--- src/rtl/mvt_pkg.sv ---
// mvt_pkg: shared power-state encoding and default sizing for the multi-lane datapath
package mvt_pkg;
    typedef enum logic [1:0] {RUN, SLEEP, WAKE} pwr_state_t;
    localparam int DEF_NUM_CH      = 4;
    localparam int DEF_DATA_W      = 32;
    localparam int DEF_IDLE_THRESH = 16;
endpackage

--- src/rtl/mvt_pipe_stage.sv ---
// mvt_pipe_stage: one stall-all pipeline register holding NUM_CH lanes of valid + data
//   clk, rst_n          clock, synchronous active-low reset (clears valid and data)
//   en                  load enable, common to every stage
//   in_valid, in_data   contents of the previous stage
//   out_valid, out_data registered contents of this stage
module mvt_pipe_stage
    import mvt_pkg::*;
#(
    parameter int NUM_CH = DEF_NUM_CH,
    parameter int DATA_W = DEF_DATA_W
) (
    input  logic                     clk,
    input  logic                     rst_n,
    input  logic                     en,
    input  logic [NUM_CH-1:0]        in_valid,
    input  logic [NUM_CH*DATA_W-1:0] in_data,
    output logic [NUM_CH-1:0]        out_valid,
    output logic [NUM_CH*DATA_W-1:0] out_data
);
    always_ff @(posedge clk) begin
        if (!rst_n) begin
            out_valid <= '0;
            out_data  <= '0;
        end else if (en) begin
            out_valid <= in_valid;
            out_data  <= in_data;
        end
    end
endmodule

--- src/rtl/mvt_multich_datapath.sv ---
// mvt_multich_datapath: per-lane offset adder feeding a stall-all pipeline, with idle-driven sleep control
//   clk, rst_n            clock, synchronous active-low reset
//   in_valid, in_data     per-lane input beat; in_ready is the shared accept
//   cfg_we, cfg_ch, cfg_offset  offset register write port
//   out_valid, out_data   registered per-lane results; out_ready is the downstream accept
//   sleep_en, sleep_req   sleep permission and registered power-switch request
//   busy                  some pipeline stage holds a valid lane
module mvt_multich_datapath
    import mvt_pkg::*;
#(
    parameter int NUM_CH      = DEF_NUM_CH,
    parameter int DATA_W      = DEF_DATA_W,
    parameter int PIPE_STAGES = 2,
    parameter int IDLE_THRESH = DEF_IDLE_THRESH,
    parameter int WAKE_CYCLES = 2,
    localparam int CH_W = (NUM_CH > 1) ? $clog2(NUM_CH) : 1
) (
    input  logic                     clk,
    input  logic                     rst_n,
    input  logic [NUM_CH-1:0]        in_valid,
    input  logic [NUM_CH*DATA_W-1:0] in_data,
    output logic                     in_ready,
    input  logic                     cfg_we,
    input  logic [CH_W-1:0]          cfg_ch,
    input  logic [DATA_W-1:0]        cfg_offset,
    output logic [NUM_CH-1:0]        out_valid,
    output logic [NUM_CH*DATA_W-1:0] out_data,
    input  logic                     out_ready,
    input  logic                     sleep_en,
    output logic                     sleep_req,
    output logic                     busy
);
    localparam int IW = $clog2(IDLE_THRESH + 1);
    localparam int WW = $clog2(WAKE_CYCLES + 1);
    localparam logic [IW-1:0] IDLE_MAX  = IW'(IDLE_THRESH);
    localparam logic [IW-1:0] IDLE_LAST = IW'(IDLE_THRESH - 1);
    localparam logic [WW-1:0] WAKE_LAST = WW'(WAKE_CYCLES - 1);
    localparam logic [CH_W:0] CH_NUM    = (CH_W + 1)'(NUM_CH);
    pwr_state_t state, state_n;
    logic [IW-1:0] idle_cnt, idle_n;
    logic [WW-1:0] wake_cnt, wake_n;
    logic adv, idle;
    logic [DATA_W-1:0] offset [NUM_CH];
    logic [NUM_CH*DATA_W-1:0] sum;
    logic [NUM_CH-1:0] sv [PIPE_STAGES+1];
    logic [NUM_CH*DATA_W-1:0] sd [PIPE_STAGES+1];
    assign adv       = !(|out_valid) || out_ready;
    assign in_ready  = adv && (state == RUN);
    assign idle      = !(|in_valid) && !busy;
    assign sv[0]     = in_valid & {NUM_CH{in_ready}};
    assign sd[0]     = sum;
    assign out_valid = sv[PIPE_STAGES];
    assign out_data  = sd[PIPE_STAGES];
    // Offsets are read combinationally, so a beat accepted on the write edge still sees the old value.
    always_ff @(posedge clk) begin
        if (!rst_n) begin
            for (int k = 0; k < NUM_CH; k++) offset[k] <= '0;
        end else if (cfg_we && {1'b0, cfg_ch} < CH_NUM) begin
            offset[cfg_ch] <= cfg_offset;
        end
    end
    for (genvar i = 0; i < NUM_CH; i++) begin : g_add
        assign sum[i*DATA_W +: DATA_W] = in_data[i*DATA_W +: DATA_W] + offset[i];
    end
    for (genvar s = 0; s < PIPE_STAGES; s++) begin : g_stage
        mvt_pipe_stage #(.NUM_CH(NUM_CH), .DATA_W(DATA_W)) u_stage (
            .clk       (clk),
            .rst_n     (rst_n),
            .en        (adv),
            .in_valid  (sv[s]),
            .in_data   (sd[s]),
            .out_valid (sv[s+1]),
            .out_data  (sd[s+1])
        );
    end
    always_comb begin
        busy = 1'b0;
        for (int k = 1; k <= PIPE_STAGES; k++) busy = busy | (|sv[k]);
    end
    // The idle count saturates, so once it passes IDLE_THRESH-1 with sleep_en low,
    // sleep is only reachable again after some activity restarts the count.
    always_comb begin
        state_n = state;
        idle_n  = idle_cnt;
        wake_n  = wake_cnt;
        case (state)
            RUN: begin
                idle_n = idle ? ((idle_cnt == IDLE_MAX) ? idle_cnt : idle_cnt + IW'(1)) : '0;
                if (idle && sleep_en && idle_cnt == IDLE_LAST) state_n = SLEEP;
            end
            SLEEP: begin
                if (|in_valid || !sleep_en) begin
                    state_n = WAKE;
                    wake_n  = '0;
                end
            end
            WAKE: begin
                wake_n = wake_cnt + WW'(1);
                if (wake_cnt == WAKE_LAST) begin
                    state_n = RUN;
                    idle_n  = '0;
                    wake_n  = '0;
                end
            end
            default: state_n = RUN;
        endcase
    end
    always_ff @(posedge clk) begin
        if (!rst_n) begin
            state     <= RUN;
            idle_cnt  <= '0;
            wake_cnt  <= '0;
            sleep_req <= 1'b0;
        end else begin
            state     <= state_n;
            idle_cnt  <= idle_n;
            wake_cnt  <= wake_n;
            sleep_req <= (state_n == SLEEP);
        end
    end
endmodule

--- config.mk ---
export PLATFORM = sky130hd
export DESIGN_NAME = mvt_multich_datapath
export DESIGN_NICKNAME = d
export VERILOG_FILES = /design/src/rtl/mvt_pkg.sv /design/src/rtl/mvt_pipe_stage.sv /design/src/rtl/mvt_multich_datapath.sv
export SDC_FILE = /design/constraint.sdc
export NUM_CORES = 1
export LEC_CHECK = 0
export CAP_MARGIN = 20
export CORE_ASPECT_RATIO = 1.75
export CORE_MARGIN = 10
export CORE_UTILIZATION = 35
export CTS_CLUSTER_DIAMETER = 50
export DETAILED_ROUTE_END_ITERATION = 8
export SETUP_SLACK_MARGIN = 0.5
export SYNTH_ARGS = -nofsm -noshare
export SYNTH_HDL_FRONTEND = slang
export SYNTH_SLANG_ARGS = --single-unit
export TNS_END_PERCENT = 10
--- constraint.sdc ---
create_clock -name clk -period 8.85 [get_ports clk]
set_input_delay 1.77 -clock clk [delete_from_list [all_inputs] [get_ports clk]]
set_output_delay 1.77 -clock clk [all_outputs]
set_load 0.005 [all_outputs]
After elaboration in Yosys (flattened, before gate mapping)
Memories as Yosys holds them, arrays and structs flattened.
Cells that the tools add are included.
- register bits after elaboration: 274
- memory bits (writable): 128
- input bits: 171
- output and inout port bits: 135
- word-level logic and storage cells: 63
- memories kept: 1
- memories (name ; depth ; bits a word ; read ports ; clocked after memory_dff ; wr ports ; RTL line ; source):
    offset ; 4 ; 32 ; 4 ; 0 ; 4 ; mvt_multich_datapath.sv:43 ; logic [DATA_W-1:0] offset [NUM_CH];
- add/sub/neg operators: 6
- eq/ne operators: 9
- muxes and demuxes: 18
- bitwise logic cells: 2
- reduce and logical (&&, ||, !) cells: 19
- operators with widths (operator ; count):
    adder 32 bit ; 4
    2-to-1 mux 32 bit ; 1
    OR reduction 32 bit ; 1
    2-to-1 mux 5 bit ; 3
    2-to-1 mux 2 bit ; 6
    OR reduction 4 bit ; 3
    case mux 5 bit (2 select lines) ; 1
    == test 2 x 1 -> 1 bit (second input constant) ; 3
    case mux 2 bit (3 select lines) ; 1
    adder 5 x 1 -> 5 bit (second input constant) ; 1
    == test 5 x 4 -> 1 bit (second input constant) ; 1
    == test 5 bit (second input constant) ; 1
    2-to-1 mux 1 bit ; 5
    bitwise AND 4 bit ; 1
    logical AND 1 bit ; 4
    logical NOT 1 bit ; 4
    inequality test 2 bit (second input constant) ; 2
    case mux 2 bit (2 select lines) ; 1
    nonzero test 2 bit ; 2
    inequality test 3 bit (second input constant) ; 1
    AND reduction 3 bit ; 1
    adder 2 x 1 -> 2 bit (second input constant) ; 1
    == test 2 bit (second input constant) ; 1
    logical NOT 2 bit ; 1
    other kinds (3) ; 4

Longest topological paths before layout
- word-level depth: 9
- gate-level depth with buffers: 11
- depth with buffers taken out: 11

Modules after synthesis
From an unflattened synthesis, not the netlist that was laid out.
- cells, all modules: 2036
- area, all modules: 21589.5 um^2
- by module, submodules not included (module ; instances ; cells each ; area an instance (um^2) ; seq. area each (um^2)):
    mvt_multich_datapath ; 1 ; 1186 ; 11542.3 ; 4043.9
    mvt_pipe_stage ; 2 ; 425 ; 5023.6 ; 2642.5

Worst setup path before layout
Ideal clock, no wire load.
- path type: input to output
- start: input out_ready
- end: output in_ready
- arrival: 2740 ps
- required time: 7080 ps
- setup slack: 4340 ps
- stages on the path: 4
- path buffers: 2
- path through: nor2_1 clkbuf_1 clkbuf_1 nor3_1
- longest elaborated chain between the ends: 2
- ends and longest elaborated chain (element ; RTL line ; source):
    start, declared ; mvt_multich_datapath.sv:28 ; input logic out_ready,
    logical OR 1 bit ; mvt_multich_datapath.sv:47 ; assign adv = !(|out_valid) || out_ready;
    logical AND 1 bit ; mvt_multich_datapath.sv:48 ; assign in_ready = adv && (state == RUN);
    end, declared ; mvt_multich_datapath.sv:22 ; output logic in_ready,
No other way between the ends.

Final worst setup path
Same ends and word-level chain as after synthesis.

==> flow_metrics.env <==
export IMPL_synthCells=2302
export IMPL_synth_nets=2604
export IMPL_period_needed_ns=5.47
export IMPL_setup_ws_ns=3.38
export IMPL_start_util_pct=35.3
export IMPL_endpoint_kind="output port"
export IMPL_max_freq_mhz=183
export IMPL_coreArea_sq_um=59200
export IMPL_multiInputGateArea_sq_um=11000
export IMPL_avgSynthCellArea_sq_um=9.08
export IMPL_die_x_um=205
export IMPL_drv_cap=0
export IMPL_drt_total_wl_um=69200
export IMPL_place_area_sq_um=24600
export IMPL_fin_nets=2840
export IMPL_grt_pass1_vias=17500
export IMPL_ys_warn_count=0
export IMPL_post_cts_setup_buffers=0
export IMPL_dr_pass1_iters=5
export IMPL_gp_congestion=0.889
export IMPL_fin_tns_setup_ns=0
export IMPL_vias=17300
export IMPL_p_leak_nw=10.2
export IMPL_cts_tree="yes"
export IMPL_antenna_found_initial=11
export IMPL_overflow=0
export IMPL_regArea_sq_um=9330
export IMPL_clkTransAtPathRegs_ns=0.06
export IMPL_cts_num_sinks=402
export IMPL_cts_buffer_depth=3
export IMPL_rsz0062_at_grt="false"
export IMPL_peakVddDrop_mv=0.170
export IMPL_min_path_type="flop to flop"
export IMPL_ios=306
export IMPL_async_reset_ff_share_pct=0
export IMPL_grt_pass1_wl_um=104000
export IMPL_wire_per_inst_um=20.6
export IMPL_final_setup_skew_ns=0.0154
export IMPL_startpoint_type="input pin"
export IMPL_critPathKind="input pin to output port"
export IMPL_drt_iter0_markers=1040
export IMPL_post_synth_top_area_cell="dfxtp_1"
export IMPL_status="finished clean"
export IMPL_yosys_top_cells_area="dfxtp_1, edfxtp_1, nand2_1"
export IMPL_io_buffers=305
export IMPL_holdBufCountCts=0
export IMPL_finalPower_mw=5.40
export IMPL_ant_nets=0
export IMPL_ys_types=79
export IMPL_vias_per_cell=5.16
export IMPL_synth_edf_count=128
export IMPL_worstPathArrival_ns=3.70
export IMPL_cp_required_ns=7.08
export IMPL_synth_top_area_share_pct=26.2
export IMPL_clk_latency_ns=0.56
export IMPL_synthFlopType="dfxtp_1"
export IMPL_grt_max_degree=109
export IMPL_root_buffer="clkbuf_16"
export IMPL_path_max_fanout=78
export IMPL_dpl_hpwl_um=51800
export IMPL_netlist_area_sq_um=20900
export IMPL_area_growth_pct=24.9
export IMPL_stdcell_area_sq_um=26100
export IMPL_ctsResizeCount=0
export IMPL_worst_hold_slack_ns=0.453
export IMPL_finalSetupViolations=0
export IMPL_max_slew_margin_pct=36.3
export IMPL_ys_seq_area_share_pct=44.6
export IMPL_drc=0
export IMPL_drive_gt1_share_pct=4.24
export IMPL_hold_violations=0
export IMPL_grt_usage_pct=19.1
export IMPL_finalMaxSlewViolations=0
export IMPL_worstMarginPinSlew_ns=0.955
export IMPL_htreeDepth=2
export IMPL_pre_cts_slack_ns=3.35
export IMPL_yosys_cell_count_top_type="nand2_1"
export IMPL_rows=118
export IMPL_powerDensity_nw_per_um2=207
export IMPL_ys_seq_elements=402
export IMPL_fillers=5708
export IMPL_cts_made_buffers=43
export IMPL_synth_commonest_cells="nand2_1, dfxtp_1, and2_1, a21boi_0, a21oi_1"
export IMPL_min_period_over_period_pct=61.8
export IMPL_die_height_um=343
export IMPL_dieArea_sq_um=70300
-- cell usage in the layout, fill, tap and decap left out, types with 12 or more instances in the layout --
master             n
and2_1           153
nand2_1          462
inv_1             31
o21bai_1          12
nand3_1           34
xor2_1            47
a21oi_1          131
xnor2_1           66
clkbuf_16         46
dfxtp_1          274
a21o_1            72
nand4_1           23
a31oi_1           15
o21ai_0          115
nor2_1            55
buf_4             17
o211ai_1          16
edfxtp_1         128
a21boi_0         145
nor2b_1           20
clkdlybuf4s50_1  304
ha_1             127
o21ai_1           37
and3_1            48
-- through the flow --
stage	cells	util [%]
4_1_cts	3351	44.1
2_1_floorplan	2302	-
6_report	3357	44.1
3_5_place_dp	3273	41.5
5_1_grt	3352	44.1
3_3_place_gp	3273	41.5
-- report_power, final --
group          internal (mW)  switching (mW)  total [mW]
combinational          0.557           0.671        1.23
sequential              2.12           0.119        2.24
clock                   1.13           0.801        1.93
-- kinds of logic (layout without fill, tap and decap cells) --
family                     Yosys count  count (layout)  share of synthesized area, %
muxes                                2               2                        0.0958
AOI/OAI and AO/OA                  633             633                          20.1
DFF                                402             402                          44.6
adders and majority gates          131             131                          7.99
xor gates and xnor gates           113             113                          4.74
other                                0               6                             0
and+or+nand+nor                    859             859                          19.5
buffers and inverters              162             431                          2.93
-- area by class of cell --
type                    count  share of cell area, %
flip-flops and latches    402                   35.7
repair buffers            322                   12.2
diodes                      6                 0.0575
clock inverters            24                   1.12
multi-input cells        1738                   42.1
inverters                  31                  0.446
well taps                 780                   3.74
clock buffers              54                   4.64
-- worst max-delay path, cell delays in order --
cell and delay [ns]:
clkdlybuf4s50_1 0.55, nor2_4 0.15, buf_4 0.63, nor3_1 0.09
clkdlybuf4s50_1 0.49
-- routing by layer --
| layer | global-route usage (%) | wire length [um] |
|---|---|---|
| met5 | 0 | 59 |
| met4 | 10.2 | 3450 |
| met3 | 3.65 | 3770 |
| met2 | 33.0 | 34000 |
| met1 | 22.0 | 27900 |
-- registers in the layout, summed over array words and instances, names as in the netlist --
register and flops:
idle_cnt 5, sleep_req 1, g_stage.u_stage.out_data 256, wake_cnt 2, g_stage.u_stage.out_valid 8, state 2, offset 128
-- path summary, 6_finish.rpt --
| check | from | end | slack (ns) | cells after the start |
|---|---|---|---|---|
| max | out_ready | in_ready | 3.38 | 5 |
| min | g_stage[0].u_stage.out_data[84]$_SDFFE_PN0N_ | g_stage[0].u_stage.out_data[84]$_SDFFE_PN0N_ | 0.45 | 2 |
| max reg2reg | g_stage[1].u_stage.out_valid[0]$_SDFFE_PN0N_ | g_stage[0].u_stage.out_data[27]$_SDFFE_PN0N_ | 5.31 | 6 |
| min reg2reg | g_stage[0].u_stage.out_data[84]$_SDFFE_PN0N_ | g_stage[0].u_stage.out_data[84]$_SDFFE_PN0N_ | 0.45 | 2 |
No activity file was read; power rests on OpenSTA's default activity.
==> patch 1, RTL diff (same settings) <==
`WAKE_CYCLES`: 2 -> 1.
--- a/src/rtl/mvt_multich_datapath.sv
+++ b/src/rtl/mvt_multich_datapath.sv
@@ -14,3 +14,3 @@
     parameter int IDLE_THRESH = DEF_IDLE_THRESH,
-    parameter int WAKE_CYCLES = 2,
+    parameter int WAKE_CYCLES = 1,
     localparam int CH_W = (NUM_CH > 1) ? $clog2(NUM_CH) : 1
Formal check against the unedited RTL: same outputs for any inputs over 4 cycles, from zero or initial values and one cycle with rst_n low; that may be too few to reach the edited logic, so the function may still have changed.
==> patch 1 against the unedited design <==
- worst setup slack gained 0.25 ns
- synthesized area shrank 1.5%
- die area shrank 1.4%
- sequential cell count shrank 2
- synthesized cell count grew 0.78%
- total power shrank 2.0%
- wire length grew 0.33%
- cell area shrank 1.2%
- largest cell class unchanged
==> patch 1: results (changes against the unedited design) <==
run_status:
  outcome: "finished clean"  # unchanged
synthesis:
  syn_nets: 2622  # was 2604
  ys_types: 81  # was 79
  ys_seq_area_share_pct: 45.1  # was 44.6%
  synthTopCellsByArea: "dfxtp_1 (26%), edfxtp_1 (19%), nand2_1 (8.4%)"  # was dfxtp_1 (26%), edfxtp_1 (18%), nand2_1 (8.3%)
  synthCells: 2320  # was 2302
sta:
  fmax_mhz: 192  # was 183 MHz
  relSlewSlack_pct: 36.6  # was 36.3%
  worst_hold_slack_ns: 0.441  # was 0.453 ns
  clock_skew_ns: 0.0177  # was 0.0154 ns
grt:
  grt.total_usage_pct: 19.2  # was 19.1%
  grt_max_degree: 148  # was 109
  grt_pass1_wl_mm: 104  # about the same
  antenna_found_initial: 9  # was 11
final_layout:
  drive_gt1_share_pct: 4.69  # was 4.24%
  fin_nets: 2873  # was 2840
  fillers: 5831  # was 5708
worst_setup_path:
  ff2ff_path_depth: 10  # was 6
  reg2reg_slack_ns: 5.38  # was 5.31 ns
  r2r-start: "offset[3][0]$_DFFE_PP_"  # was g_stage[1].u_stage.out_valid[0]$_SDFFE_PN0N_
  crit_fanout: 5  # was 78
  critical_path_arrival_ns: 3.44  # was 3.70 ns
  r2r_end: "g_stage[0].u_stage.out_data[122]$_SDFFE_PN0N_"  # was g_stage[0].u_stage.out_data[27]$_SDFFE_PN0N_
place:
  placedCellCount: 3298  # was 3273
  place.gp.congestion: 0.921  # was 0.889
  place_hpwl_mm: 51.6  # was 51.8 mm
hold_path:
  hold_end: "g_stage[0].u_stage.out_data[91]$_SDFFE_PN0N_"  # was g_stage[0].u_stage.out_data[84]$_SDFFE_PN0N_
  min-delay-start: "g_stage[0].u_stage.out_data[91]$_SDFFE_PN0N_"  # was g_stage[0].u_stage.out_data[84]$_SDFFE_PN0N_
pwr:
  switchingPower_uw: 1590  # about the same
  power.leakage_uw: 0.0102  # about the same
  worst_ir_drop_vdd_v: 0.000180  # was 0.000170 V
drt:
  route.vias.total: 17700  # was 17.3k
  vias_per_cell: 5.24  # was 5.16
patch 1: cell count changes after synthesis, moves of 17 or more:
cell,delta
a211oi_1,+17
a21boi_0,-142
a21oi_1,+173
and2_1,-47
nor2_1,+35
nor3_1,+25
o21ai_0,-27
o21ai_1,-28
xnor2_1,-17
patch 1: area by class of cell:
type	instances	area (sq um)	area share, %
diodes	5	12.5	0.0485
multi-input cells	1761	10700	41.6
clock inverters	22	199	0.771
inverters	40	155	0.601
clock buffers	56	1220	4.72
well taps	773	967	3.75
repair buffers	325	3230	12.5
flip-flops and latches	400	9290	36.0
patch 1: how the worst max path moves through the flow:
stage | from | endpoint | cells after the start
floorplan | in_data[32] | g_stage[0].u_stage.out_data[56]$_SDFFE_PN0N_ | 10
global placement | in_data[96] | g_stage[0].u_stage.out_data[122]$_SDFFE_PN0N_ | 11
detailed placement | in_data[96] | g_stage[0].u_stage.out_data[122]$_SDFFE_PN0N_ | 11
CTS | out_ready | in_ready | 4
global route | out_ready | in_ready | 4
finish | out_ready | in_ready | 4
patch 1: cell families (layout without fill, tap and decap cells):
group | Yosys count | after routing | synth area share, %
and+or+nand+nor | 895 | 895 | 20.4
adders and majority gates | 131 | 131 | 8.11
buffers and inverters | 159 | 443 | 2.91
AOI/OAI and AO/OA | 651 | 651 | 19.8
xor gates and xnor gates | 80 | 80 | 3.40
other | 0 | 5 | 0
muxes | 4 | 4 | 0.219
DFF | 400 | 400 | 45.1
patch 1: critical path: stages:
cell and delay, ns:
clkdlybuf4s50_1 0.55, nor2_4 0.06, nor3_1 0.44, clkdlybuf4s50_1 0.62
patch 1: layer usage:
layer  up-vias  GRT usage (%)  part of all wire, %
li1       8791              -                    -
met1      8391           21.6                   40
met2       434           35.3                   52
met3       112           3.14                  4.6
met4         4           7.05                  3.1
met5         -              0                0.035
patch 1: power groups by stage:
stage | Clock [uW] | Sequential, uW | Combinational (uW)
after floorplan | 0 | 2230 | 760
after global placement | 0 | 2250 | 1230
after detailed placement | 0 | 2260 | 1240
after CTS | 1880 | 2220 | 1250
after global routing | 1940 | 2240 | 1370
final | 1830 | 2220 | 1240
patch 1: stage by stage:
stage	utilization, %	total power (uW)
6_report	44.3	5290
5_1_grt	44.3	5550
4_1_cts	44.2	5350
3_5_place_dp	41.8	3500
3_3_place_gp	41.8	3480
2_1_floorplan	-	2990
==> patch 2, RTL diff (same settings) <==
Made on the original files. Re-encode `pwr_state_t` (3 states) as one-hot, 3 bits wide.
--- a/src/rtl/mvt_pkg.sv
+++ b/src/rtl/mvt_pkg.sv
@@ -2,3 +2,3 @@
 package mvt_pkg;
-    typedef enum logic [1:0] {RUN, SLEEP, WAKE} pwr_state_t;
+    typedef enum logic [2:0] {RUN = 3'b001, SLEEP = 3'b010, WAKE = 3'b100} pwr_state_t;
     localparam int DEF_NUM_CH      = 4;
Check against the original RTL: no difference found for any inputs over 4 cycles, from zero or initial values and one cycle with rst_n low; so few cycles prove little.
==> patch 2 against the unedited design <==
- synthesized area about the same
- critical endpoint unchanged
- sequential cell count increased by 1
- clock skew about the same
- wire length increased by 2.5%
- worst setup slack got worse by 0.039 ns
- synthesized cell count about the same
- die area about the same
- via count increased by 1.2%
- register-to-register slack improved by 0.12 ns
- total power decreased by 1.5%
- utilization increased by 0.061 points
- cell area increased by 0.14%
==> patch 2: results (changes against the unedited design) <==
grt:
  grt_pass1_wl_mm: 105  # was 104 mm
  grt.total_usage_pct: 19.6  # was 19.1%
  antenna_found_initial: 21  # was 11
  grt_pass1_vias: 17700  # was 17.5k
  grt_max_degree: 83  # was 109
hold_path:
  hold_end: "wake_cnt[1]$_SDFFE_PN0P_"  # was g_stage[0].u_stage.out_data[84]$_SDFFE_PN0N_
  min-delay-start: "wake_cnt[1]$_SDFFE_PN0P_"  # was g_stage[0].u_stage.out_data[84]$_SDFFE_PN0N_
  hold_depth: 1  # was 2
sta:
  relSlewSlack_pct: 42.1  # was 36.3%
  clock_skew_ns: 0.0157  # was 0.0154 ns
final_layout:
  fillers: 5790  # was 5708
  instances_no_fill: 3369  # was 3357
  fin_nets: 2852  # was 2840
  drive_gt1_share_pct: 5.03  # was 4.24%
place:
  placedCellCount: 3285  # was 3273
  portBuffers: 305  # unchanged
  place.gp.congestion: 0.891  # was 0.889
  place_hpwl_mm: 52.5  # was 51.8 mm
synthesis:
  yosysWarnings: 0  # unchanged
  ys_seq_area_share_pct: 44.7  # was 44.6%
  synth_common_cells: "nand2_1 (457), dfxtp_1 (275), a21boi_0 (150)"  # was nand2_1 (463), dfxtp_1 (274), and2_1 (154)
  async_reset_ff_share_pct: 0  # unchanged
  synthTopCellsByArea: "dfxtp_1 (26%), edfxtp_1 (18%), nand2_1 (8.2%)"  # was dfxtp_1 (26%), edfxtp_1 (18%), nand2_1 (8.3%)
  syn_nets: 2602  # was 2604
  synth_top_cell_area_share_pct: 26.3  # was 26.2%
  avgSynthCellArea_sq_um: 9.09  # was 9.08 sq um
  synth-main-ff-cell: "dfxtp_1"  # unchanged
worst_setup_path:
  critical_path_arrival_ns: 3.74  # was 3.70 ns
  ff2ff_path_depth: 7  # was 6
  crit_fanout: 82  # was 78
  r2r_end: "g_stage[0].u_stage.out_data[38]$_SDFFE_PN0N_"  # was g_stage[0].u_stage.out_data[27]$_SDFFE_PN0N_
  reg2reg_slack_ns: 5.43  # was 5.31 ns
drt:
  wirelength_mm: 70.9  # was 69.2 mm
  vias_per_cell: 5.20  # was 5.16
  first_iter_violations: 995  # was 1040
pwr:
  worst_ir_drop_vdd_v: 0.000149  # was 0.000170 V
  switchingPower_uw: 1590  # about the same
  power.leakage_uw: 0.0102  # about the same
clock_tree:
  clock_path_buffers: 3  # unchanged
run_status:
  outcome: "finished clean"  # unchanged
[patch 2: changes by cell type after synthesis, sizes merged, moves of 10 or more]
cell / delta
nor2: +19
a211oi: +10
a21o: -16
nand3: +11
and2: -14
[patch 2: through the flow]
stage	util [%]	cell area, sq um	hold WS, ns	setup slack (ns)	power (uW)
after floorplan	-	20900	0.425	4.23	2990
after global placement	41.7	24700	0.430	3.31	3500
after detailed placement	41.7	24700	0.440	3.23	3510
after CTS	44.1	26100	0.449	3.22	5380
after global routing	44.1	26100	0.458	3.15	5590
final	44.2	26100	0.445	3.34	5320
[patch 2: worst max path at each step]
| stage | from | to | cells past startpoint |
|---|---|---|---|
| 2_1_floorplan | out_ready | in_ready | 5 |
| 3_3_place_gp | out_ready | in_ready | 5 |
| 3_5_place_dp | out_ready | in_ready | 5 |
| 4_1_cts | out_ready | in_ready | 5 |
| 5_1_grt | out_ready | in_ready | 5 |
| 6_report | out_ready | in_ready | 5 |
[patch 2: routing by layer]
metal,vias to the layer above,GRT usage (%),share of wire [%]
met1,8222,22.0,39
met2,564,34.5,50
met5,-,0,0.032
met4,4,10.2,4.9
li1,8610,-,-
met3,130,3.42,6.1
[patch 2: logic make-up (layout without fill, tap and decap cells)]
group	after synthesis	after routing	synth area share [%]
other cells	0	6	0
fa+ha+maj	131	131	7.99
mux	1	1	0.0479
flops	403	403	44.7
simple gates	875	875	19.7
xor+xnor	107	107	4.48
compound gates	635	635	20.3
buf+inv	148	431	2.68
[patch 2: layout make-up]
| class | count | area, sq um | share of cell area (%) |
|---|---|---|---|
| Inverter | 27 | 101 | 0.388 |
| Clock inverter | 17 | 136 | 0.522 |
| Antenna cell | 6 | 15.0 | 0.0574 |
| Timing Repair Buffer | 326 | 3210 | 12.3 |
| Sequential cell | 403 | 9350 | 35.8 |
| Tap cell | 780 | 976 | 3.73 |
| Multi-Input combinational cell | 1749 | 11000 | 42.2 |
| Clock buffer | 61 | 1320 | 5.05 |
[patch 2: power by group through the flow]
stage | clock network (uW) | registers, uW | logic, uW
global route | 1970 | 2270 | 1350
detailed placement | 0 | 2290 | 1220
CTS | 1900 | 2250 | 1230
floorplan | 0 | 2250 | 739
global placement | 0 | 2290 | 1210
finish | 1860 | 2250 | 1220
